<file path="config.mk">
export PLATFORM = sky130hd
export DESIGN_NAME = if_fetch_stage
export DESIGN_NICKNAME = d
export VERILOG_FILES = /design/src/rtl/arm_pkg.sv /design/src/rtl/fetch_fifo.sv /design/src/rtl/if_fetch_stage.sv
export SDC_FILE = /design/constraint.sdc
export NUM_CORES = 1
export LEC_CHECK = 0
export BUFFER_PORTS_ARGS = -buffer_cell sky130_fd_sc_hd__buf_2
export CORE_UTILIZATION = 55
export DETAILED_ROUTE_END_ITERATION = 6
export GPL_TIMING_DRIVEN = 0
export PLACE_DENSITY = 0.9
export SLEW_MARGIN = 10
export SYNTH_ARGS = -nofsm -noshare
export SYNTH_HDL_FRONTEND = slang
export SYNTH_SLANG_ARGS = --single-unit
</file>
<file path="constraint.sdc">
create_clock -name clk -period 7.8 [get_ports clk]
set_input_delay 0.78 -clock clk [delete_from_list [all_inputs] [get_ports clk]]
set_output_delay 0.78 -clock clk [all_outputs]
set_load 0.005 [all_outputs]
</file>
<file path="src/rtl/arm_pkg.sv">
// Shared fetch-stage types: address/instruction widths, fetch FSM states and
// the prefetch FIFO entry layout.
package arm_pkg;

  localparam int ADDR_W  = 32;
  localparam int INSTR_W = 32;

  typedef enum logic [1:0] {
    IDLE = 2'd0,
    REQ  = 2'd1,
    DROP = 2'd2
  } fetch_state_t;

  typedef struct packed {
    logic [INSTR_W-1:0] instr;
    logic [ADDR_W-1:0]  pc;
  } fifo_entry_t;

endpackage

</file>
<file path="src/rtl/fetch_fifo.sv">
// Prefetch buffer between instruction memory and decode: synchronous FIFO
// with push/pop/flush, occupancy count and a combinational head entry.
module fetch_fifo
  import arm_pkg::*;
#(
  parameter  int DEPTH = 2,
  localparam int PTR_W = $clog2(DEPTH),
  localparam int CNT_W = $clog2(DEPTH + 1)
) (
  input  logic              clk,
  input  logic              rst,
  input  logic              push,
  input  logic              pop,
  input  logic              flush,
  input  fifo_entry_t       wdata,
  output logic [CNT_W-1:0]  count,
  output fifo_entry_t       head
);

  fifo_entry_t       mem [DEPTH];
  logic [PTR_W-1:0]  wr_ptr;
  logic [PTR_W-1:0]  rd_ptr;

  always_ff @(posedge clk or negedge rst) begin
    if (!rst) begin
      wr_ptr <= '0;
      rd_ptr <= '0;
      count  <= '0;
    end else if (flush) begin
      wr_ptr <= '0;
      rd_ptr <= '0;
      count  <= '0;
    end else begin
      if (push) wr_ptr <= wr_ptr + 1'b1;
      if (pop)  rd_ptr <= rd_ptr + 1'b1;
      if (push && !pop)      count <= count + 1'b1;
      else if (pop && !push) count <= count - 1'b1;
    end
  end

  // Storage needs no reset: the stage gates its outputs with valid.
  always_ff @(posedge clk) begin
    if (push && !flush) mem[wr_ptr] <= wdata;
  end

  assign head = mem[rd_ptr];

endmodule

</file>
<file path="src/rtl/if_fetch_stage.sv">
// Instruction-fetch stage: owns the fetch PC, issues one imem request at a
// time and buffers {instr, pc+4}. FETCH_STATS_EN adds fetch/drop counters.
//
// state | meaning
// IDLE  | no request outstanding; issue next cycle if the buffer has room
// REQ   | request to fetch_pc outstanding; response is pushed on ack
// DROP  | request outstanding after a redirect; response is discarded on ack
module if_fetch_stage #(
  parameter int                ADDR_W     = 32,
  parameter int                FIFO_DEPTH = 2,
  parameter logic [ADDR_W-1:0] RESET_PC   = '0
) (
  input  logic              clk,
  input  logic              rst,
  input  logic              freeze,
  input  logic              branch_taken,
  input  logic [ADDR_W-1:0] branch_addr,
  output logic              imem_req,
  output logic [ADDR_W-1:0] imem_addr,
  input  logic              imem_ack,
  input  logic [31:0]       imem_rdata,
  output logic              valid,
  output logic [31:0]       instruction,
  output logic [ADDR_W-1:0] pc
`ifdef FETCH_STATS_EN
  ,
  output logic [31:0]       stat_fetched,
  output logic [15:0]       stat_dropped
`endif
);

  import arm_pkg::*;

  localparam int CNT_W = $clog2(FIFO_DEPTH + 1);

  fetch_state_t      state;
  logic [ADDR_W-1:0] fetch_pc;
  logic [ADDR_W-1:0] branch_target;
  logic [CNT_W-1:0]  count;
  logic [CNT_W-1:0]  count_after_pop;
  logic              push;
  logic              pop;
  fifo_entry_t       wdata;
  fifo_entry_t       head;

  assign branch_target   = {branch_addr[ADDR_W-1:2], 2'b00};
  assign valid           = (count != '0);
  // A redirect wins over everything: no push, no pop, FIFO flushed.
  assign pop             = valid && !freeze && !branch_taken;
  assign push            = (state == REQ) && imem_ack && !branch_taken;
  assign count_after_pop = count - CNT_W'(pop);
  assign wdata           = '{instr: imem_rdata, pc: fetch_pc + ADDR_W'(4)};
  assign instruction     = valid ? head.instr : '0;
  assign pc              = valid ? head.pc : '0;

  fetch_fifo #(.DEPTH(FIFO_DEPTH)) u_fifo (
    .clk   (clk),
    .rst   (rst),
    .push  (push),
    .pop   (pop),
    .flush (branch_taken),
    .wdata (wdata),
    .count (count),
    .head  (head)
  );

  always_ff @(posedge clk or negedge rst) begin
    if (!rst) begin
      state     <= IDLE;
      fetch_pc  <= RESET_PC;
      imem_addr <= RESET_PC;
      imem_req  <= 1'b0;
    end else begin
      if (branch_taken)                  fetch_pc <= branch_target;
      else if (state == REQ && imem_ack) fetch_pc <= fetch_pc + ADDR_W'(4);
      case (state)
        IDLE: begin
          if (!branch_taken && int'(count_after_pop) < FIFO_DEPTH) begin
            state     <= REQ;
            imem_req  <= 1'b1;
            imem_addr <= fetch_pc;
          end
        end
        REQ: begin
          if (imem_ack) begin
            state    <= IDLE;
            imem_req <= 1'b0;
          end else if (branch_taken) begin
            state <= DROP;
          end
        end
        DROP: begin
          if (imem_ack) begin
            state    <= IDLE;
            imem_req <= 1'b0;
          end
        end
        default: begin
          state    <= IDLE;
          imem_req <= 1'b0;
        end
      endcase
    end
  end

`ifdef FETCH_STATS_EN
  logic drop_evt;
  assign drop_evt = imem_ack && ((state == DROP) || (state == REQ && branch_taken));

  always_ff @(posedge clk or negedge rst) begin
    if (!rst) begin
      stat_fetched <= '0;
      stat_dropped <= '0;
    end else begin
      if (push && stat_fetched != '1)     stat_fetched <= stat_fetched + 32'd1;
      if (drop_evt && stat_dropped != '1) stat_dropped <= stat_dropped + 16'd1;
    end
  end
`endif

endmodule

</file>
Yosys cells after proc, flatten, opt, wreduce, memory -nomap -nowiden --
Memories as Yosys holds them, arrays and structs flattened. Cells that the tools add are included. W data, S select, Z words.
Operators by class: $add $sub $neg 6, magnitude comparators 1, eq/ne operators 6, mux-type cells 21, reduce and logical (&&, ||, !) cells 22
Operators with widths (count):
- $mux W32 | 4
- $add A32 B3 Y32 const B | 1
- $mux W2 | 7
- $logic_and A1 B1 Y1 | 8
- $mux W1 | 8
- $reduce_bool A2 Y1 | 4
- $pmux W2 S3 | 1
- $logic_not A1 Y1 | 4
- $ne A2 B2 Y1 const B | 2
- $reduce_and A2 Y1 | 2
- $ne A3 B3 Y1 const B | 1
- $reduce_and A3 Y1 | 1
- $reduce_bool A3 Y1 | 1
- $add A1 B1 Y1 const B | 2
- $add A2 B1 Y2 const B | 1
- $eq A2 B1 Y1 const B | 1
- $eq A2 B2 Y1 const B | 1
- $logic_not A2 Y1 | 1
- $lt A2 B2 Y1 const B | 1
- $ne A2 B1 Y1 const B | 1
- $pmux W1 S2 | 1
- $reduce_or A2 Y1 | 1
- $sub A2 B1 Y2 | 1
- $sub A2 B1 Y2 const B | 1
Storage, ports and cells: register bits 71, RAM bits 128, input port bits 69, word-level logic and storage cells 64, memories 1
Memories:
- u_fifo.mem | depth 2, width 64, read ports 1, clocked after memory_dff 0, write ports 1, RTL line fetch_fifo.sv:20 | fifo_entry_t mem [DEPTH];

Longest topological paths before layout --
word-level depth 8, gate-level depth with buffers 7, depth with buffers taken out 6

Hierarchy --
From an unflattened synthesis, not the netlist that was laid out.
Unflattened totals: cells, all modules 669, area, all modules 9071.2 µm²
By module, submodules not included:
- fetch_fifo | instances 1, cells an instance 218, area an instance 5028.6 µm²
- if_fetch_stage | instances 1, cells an instance 451, area an instance 4042.6 µm²

Worst setup path after synthesis --
Ideal clock, no wire load.
path type input to register, start point in branch_taken, end point mem u_fifo.mem[0][10] (netlist name) (enable), library setup time 0.559 ns, arrival time 5.629 ns, required time 7.241 ns, setup slack 1.613 ns, stages 4, buffers on the path 3, path through clkbuf_1 > clkbuf_1 > clkbuf_1 > nor3_1
Between the ends: cells in the longest elaborated chain, start to end 5
RTL lines:
- start: declaration | RTL line if_fetch_stage.sv:16 | input logic branch_taken,
- $logic_not A1 Y1 (*) | RTL line fetch_fifo.sv:43, if_fetch_stage.sv:50
- $logic_and A1 B1 Y1 | RTL line if_fetch_stage.sv:50 | assign push = (state == REQ) && imem_ack && !branch_taken;
- $logic_and A1 B1 Y1 (*) | RTL line fetch_fifo.sv:43 | if (push && !flush) mem[wr_ptr] <= wdata;
- $mux W1 (*) | RTL line fetch_fifo.sv:43
- $mux W1 (not written as such) (*) | RTL line fetch_fifo.sv:43
- end: declaration | RTL line fetch_fifo.sv:20
Mark *: on every way between the ends. The rest lies on a longest branch, timed or not.

Worst setup path in the final report --
start point reg u_fifo.rd_ptr, end point out instruction[1]
Between the ends: cells in the longest elaborated chain, start to end 2
RTL lines:
- start: declaration | RTL line fetch_fifo.sv:22 | logic [PTR_W-1:0] rd_ptr;
- start signal: assignment | RTL line fetch_fifo.sv:35 | if (pop) rd_ptr <= rd_ptr + 1'b1;
- $mem_v2 Z2 W64
- $mux W32 | RTL line if_fetch_stage.sv:53 | assign instruction = valid ? head.instr : '0;
- end: declaration | RTL line if_fetch_stage.sv:23 | output logic [31:0] instruction,
Every way passes these cells.

==> results by group <==
Run status
  – Outcome: complete, no violations

Cells and area
  – Fraction of layout instances using a drive strength above 1: around 29%
  – N_diodes: 0
  – Leading cell type in the layout, fill and taps excluded: sky130_fd_sc_hd__buf_2
  – Area growth, synth to finish: 19.9%
  – Cell area after layout: approximately 0.010 mm^2
  – Commonest cells after routing, fill and taps aside: sky130_fd_sc_hd__buf_2 (172), sky130_fd_sc_hd__edfxtp_1 (124), sky130_fd_sc_hd__nor2_1 (91)
  – Area occupied by multi-input gates: about 0.0029 mm^2
  – Footprint of the flip-flops and latches: around 0.0054 mm^2
  – Filler instances: 1096
  – Number of nets in the layout: 946

Logic synthesis
  – Number of enable-type register cells in the synthesized netlist: 124
  – Sequential fraction of the synthesis area: 63.2%
  – Async SR Flop Fraction: 35.1%
  – Number of unique standard cell types used by synthesis: 43
  – Leading area contributor after synthesis: sky130_fd_sc_hd__edfxtp_1
  – Syn avg cell area: 12.5 um^2
  – Flip-flop cell with the highest count after synthesis: sky130_fd_sc_hd__edfxtp_1
  – Area fraction of the dominant cell type after synthesis: between 40 and 50%
  – Top cells by area, synth: sky130_fd_sc_hd__edfxtp_1 (44%), sky130_fd_sc_hd__dfrtp_1 (20%), sky130_fd_sc_hd__mux2i_1 (7.5%)
  – Flip-flop and latch count after synthesis: 191
  – Post-Syn Area: around 0.0085 mm^2
  – Count of yosys warnings during synthesis: 0
  – Post-Synthesis Cells: 683

Pwr
  – Cell area power density: 266 mW/mm^2
  – Share of total power in sequential cells: 48.2%
  – Switching power total: roughly 780 uW
  – Fraction of power spent switching nets: 28.5%
  – Leakage: 0.00398 uW
  – Clock network power share: 28.8%
  – Combinational fraction of design power: 23.0%
  – Max IR drop VDD: between 0.00015 and 0.0002 V
  – Internal power summed over all cells: 1940 uW

Floorplan
  – Starting Density: between 50% and 60%
  – Number of standard-cell rows in the floorplan: 45
  – Die Wd: 127 um
  – Number of top-level pins: 167
  – Die area: between 0.015 and 0.02 mm^2
  – Vertical extent of the die: 127 um
  – Core region area: 0.0152 mm^2

Critical path
  – Worst setup SP type: flip-flop
  – Largest stage delay on the critical path: 640 ps
  – Dominant delay contributor by cell family on the critical path: buffers and inverters
  – Startpoint of the worst-slack reg-to-reg timing path: state[1]
  – Required time worst endpoint: 7020 ps
  – Highest-delay cell along the critical path: sky130_fd_sc_hd__clkbuf_1
  – Endpoint type of the worst setup path: output pin
  – WP buf/inv: 3
  – CP arrival: 2400 ps
  – Maximum fanout along the worst path: 10
  – Start-to-end type of the worst setup path: reg2out
  – R2R cell count: 8
  – R2R setup slack: 4860 ps
  – Capture point of the worst reg-to-reg path: u_fifo.mem[0][45]
  – Worst path cell trace: clkbuf_1 -> clkbuf_1 -> mux2i_1 -> nor2_1 -> buf_2
  – Crit path top cell by count: sky130_fd_sc_hd__clkbuf_1

Clock network
  – Hold-fix buffers at CTS: 0
  – CTS Buf Count: 17
  – Latest clock arrival within the worst-skew pair: 440 ps
  – Clk slew on worst S/H paths: 70 ps
  – Clock Tree Root: sky130_fd_sc_hd__clkbuf_16
  – Number of gates given a new drive strength after cts: 0
  – Clock tree sinks: 191
  – Clock tree from TritonCTS: yes
  – CTS HTree Levels: 4
  – Post-CTS setup-driven buffer insertion count: 0
  – Max Buffers Root-to-Sink: 2

Timing
  – Period minus WS final: 3180 ps
  – Worst hold slack after final layout: between 200 and 250 ps
  – Worst setup skew after layout: 8.88 ps
  – Unrepaired setup endpoints after global routing: false
  – # setup viols final: 0
  – Count of final max-slew check failures: 0
  – Count of endpoints failing hold in the final timing report: 0
  – Setup TNS: 0 ps
  – Slew at the pin closest to its max-slew limit: 871 ps
  – Tightest slew margin relative to the limit: 41.6%
  – Post-route worst setup slack: 4620 ps
  – Highest clock rate: ~0.31 GHz
  – Final worst-path cycle share: 40.7%

Global routing
  – Initial antenna violation count: 0
  – Number of global-route vias before repair: 5836
  – First-pass GRT wire length: ~29 mm
  – Total global routing overflow: 0
  – Largest net degree at the start of global routing: 48
  – All-layer global routing usage: 24.3%

Job
  – Max_cap viols: 0

Min path
  – Classification of the worst-slack hold path: in2async

Route
  – Number of remaining DRC errors: 0
  – Via count of the routed design: roughly 6100
  – Post-DRT Antenna Nets: 0
  – Drt total wl: 18.8 mm
  – First-pass detailed-route iteration total: 5
  – Vias per Instance: about 5.7
  – Routed len/inst: 17.5 um
  – Initial detailed-routing violation count: 528

Placement
  – Cell area reported after detailed placement: 0.00971 mm^2
  – Final HPWL DP: about 13 mm
  – # port buffers: 160
  – Final weighted congestion in routability-driven placement: 0.921
  – Post-place setup slack: 4190 ps
synth_stat cells (2+ instances only):
cell type,n
sky130_fd_sc_hd__nand4_1,18
sky130_fd_sc_hd__o21ai_0,21
sky130_fd_sc_hd__edfxtp_1,124
sky130_fd_sc_hd__buf_2,13
sky130_fd_sc_hd__nor2_1,91
sky130_fd_sc_hd__nand3_1,16
sky130_fd_sc_hd__a21oi_1,8
sky130_fd_sc_hd__o31ai_1,5
sky130_fd_sc_hd__buf_1,5
sky130_fd_sc_hd__xnor2_1,24
sky130_fd_sc_hd__o22a_1,2
sky130_fd_sc_hd__ha_1,4
sky130_fd_sc_hd__a21o_1,2
sky130_fd_sc_hd__nor4_1,9
sky130_fd_sc_hd__nand2b_1,3
sky130_fd_sc_hd__nand4_2,2
sky130_fd_sc_hd__a31oi_1,10
sky130_fd_sc_hd__xor2_1,18
sky130_fd_sc_hd__buf_4,5
sky130_fd_sc_hd__and4_1,4
sky130_fd_sc_hd__o211ai_1,4
sky130_fd_sc_hd__dfrtp_1,67
sky130_fd_sc_hd__clkbuf_1,30
sky130_fd_sc_hd__or3_1,9
sky130_fd_sc_hd__or4_1,16
sky130_fd_sc_hd__inv_1,12
sky130_fd_sc_hd__nor3_1,12
sky130_fd_sc_hd__nor2b_1,2
sky130_fd_sc_hd__mux2_2,30
sky130_fd_sc_hd__clkbuf_2,2
sky130_fd_sc_hd__or2_2,2
sky130_fd_sc_hd__mux2i_1,64
sky130_fd_sc_hd__nand2_1,39
cells by family (layout without fill, tap and decap cells):
family | Yosys count | count (layout) | synth area share (%)
DFF | 191 | 191 | 63.2
xor gates and xnor gates | 42 | 42 | 4.31
other | 1 | 4 | 0.0439
AOI/OAI and AO/OA | 56 | 56 | 4.01
and+or+nand+nor | 227 | 227 | 12.9
buffers and inverters | 68 | 268 | 3.43
muxes | 94 | 94 | 11.5
adders and majority gates | 4 | 4 | 0.586
worst max path at each step:
stage	startpoint	endpoint	slack [ps]	cells after the start
after floorplan	branch_taken	u_fifo.mem[0][10]	1610	4
final	u_fifo.rd_ptr	instruction[1]	4620	5
after CTS	u_fifo.rd_ptr	pc[30]	4590	5
after detailed placement	branch_taken	u_fifo.mem[0][45]	4190	8
after global routing	u_fifo.rd_ptr	pc[29]	4470	5
after global placement	branch_taken	u_fifo.mem[0][55]	-960	5
metal layers:
metal	global-route usage, %	vias up	share of wire, %
met5	0	-	0
met4	12.0	0	3.3
met3	5.19	59	7.2
met2	41.0	277	48
met1	30.0	2929	41
li1	-	2851	-
sequential cells by signal, summed over array words and instances, names as in the netlist:
register       cells
fetch_pc          30
imem_addr         30
imem_req           1
state              2
u_fifo.count       2
u_fifo.mem       124
u_fifo.rd_ptr      1
u_fifo.wr_ptr      1
area by class of cell:
| cell class | count | area share [%] |
|---|---|---|
| plain buffers | 55 | 2.38 |
| multi-input cells | 427 | 28.0 |
| inverters | 13 | 0.476 |
| repair buffers | 168 | 8.86 |
| well taps | 188 | 2.30 |
| clock buffers | 17 | 4.15 |
| flip-flops and latches | 191 | 52.7 |
| clock inverters | 15 | 1.10 |
through the flow:
stage | power (uW) | std cells | utilization, %
final | 2720 | 1074 | 67.4
after detailed placement | 1960 | 1042 | 63.8
after global routing | 2850 | 1074 | 67.4
after floorplan | 1700 | 686 | -
after global placement | 1930 | 1034 | 63.1
after CTS | 2730 | 1074 | 67.4
power groups by stage:
stage | Sequential (uW) | Combinational [uW] | Clock (uW)
2_1_floorplan | 1330 | 365 | 0
3_3_place_gp | 1340 | 595 | 0
3_5_place_dp | 1330 | 625 | 0
4_1_cts | 1310 | 630 | 794
5_1_grt | 1330 | 686 | 834
6_report | 1310 | 627 | 782
No activity file was read; power rests on OpenSTA's default activity.
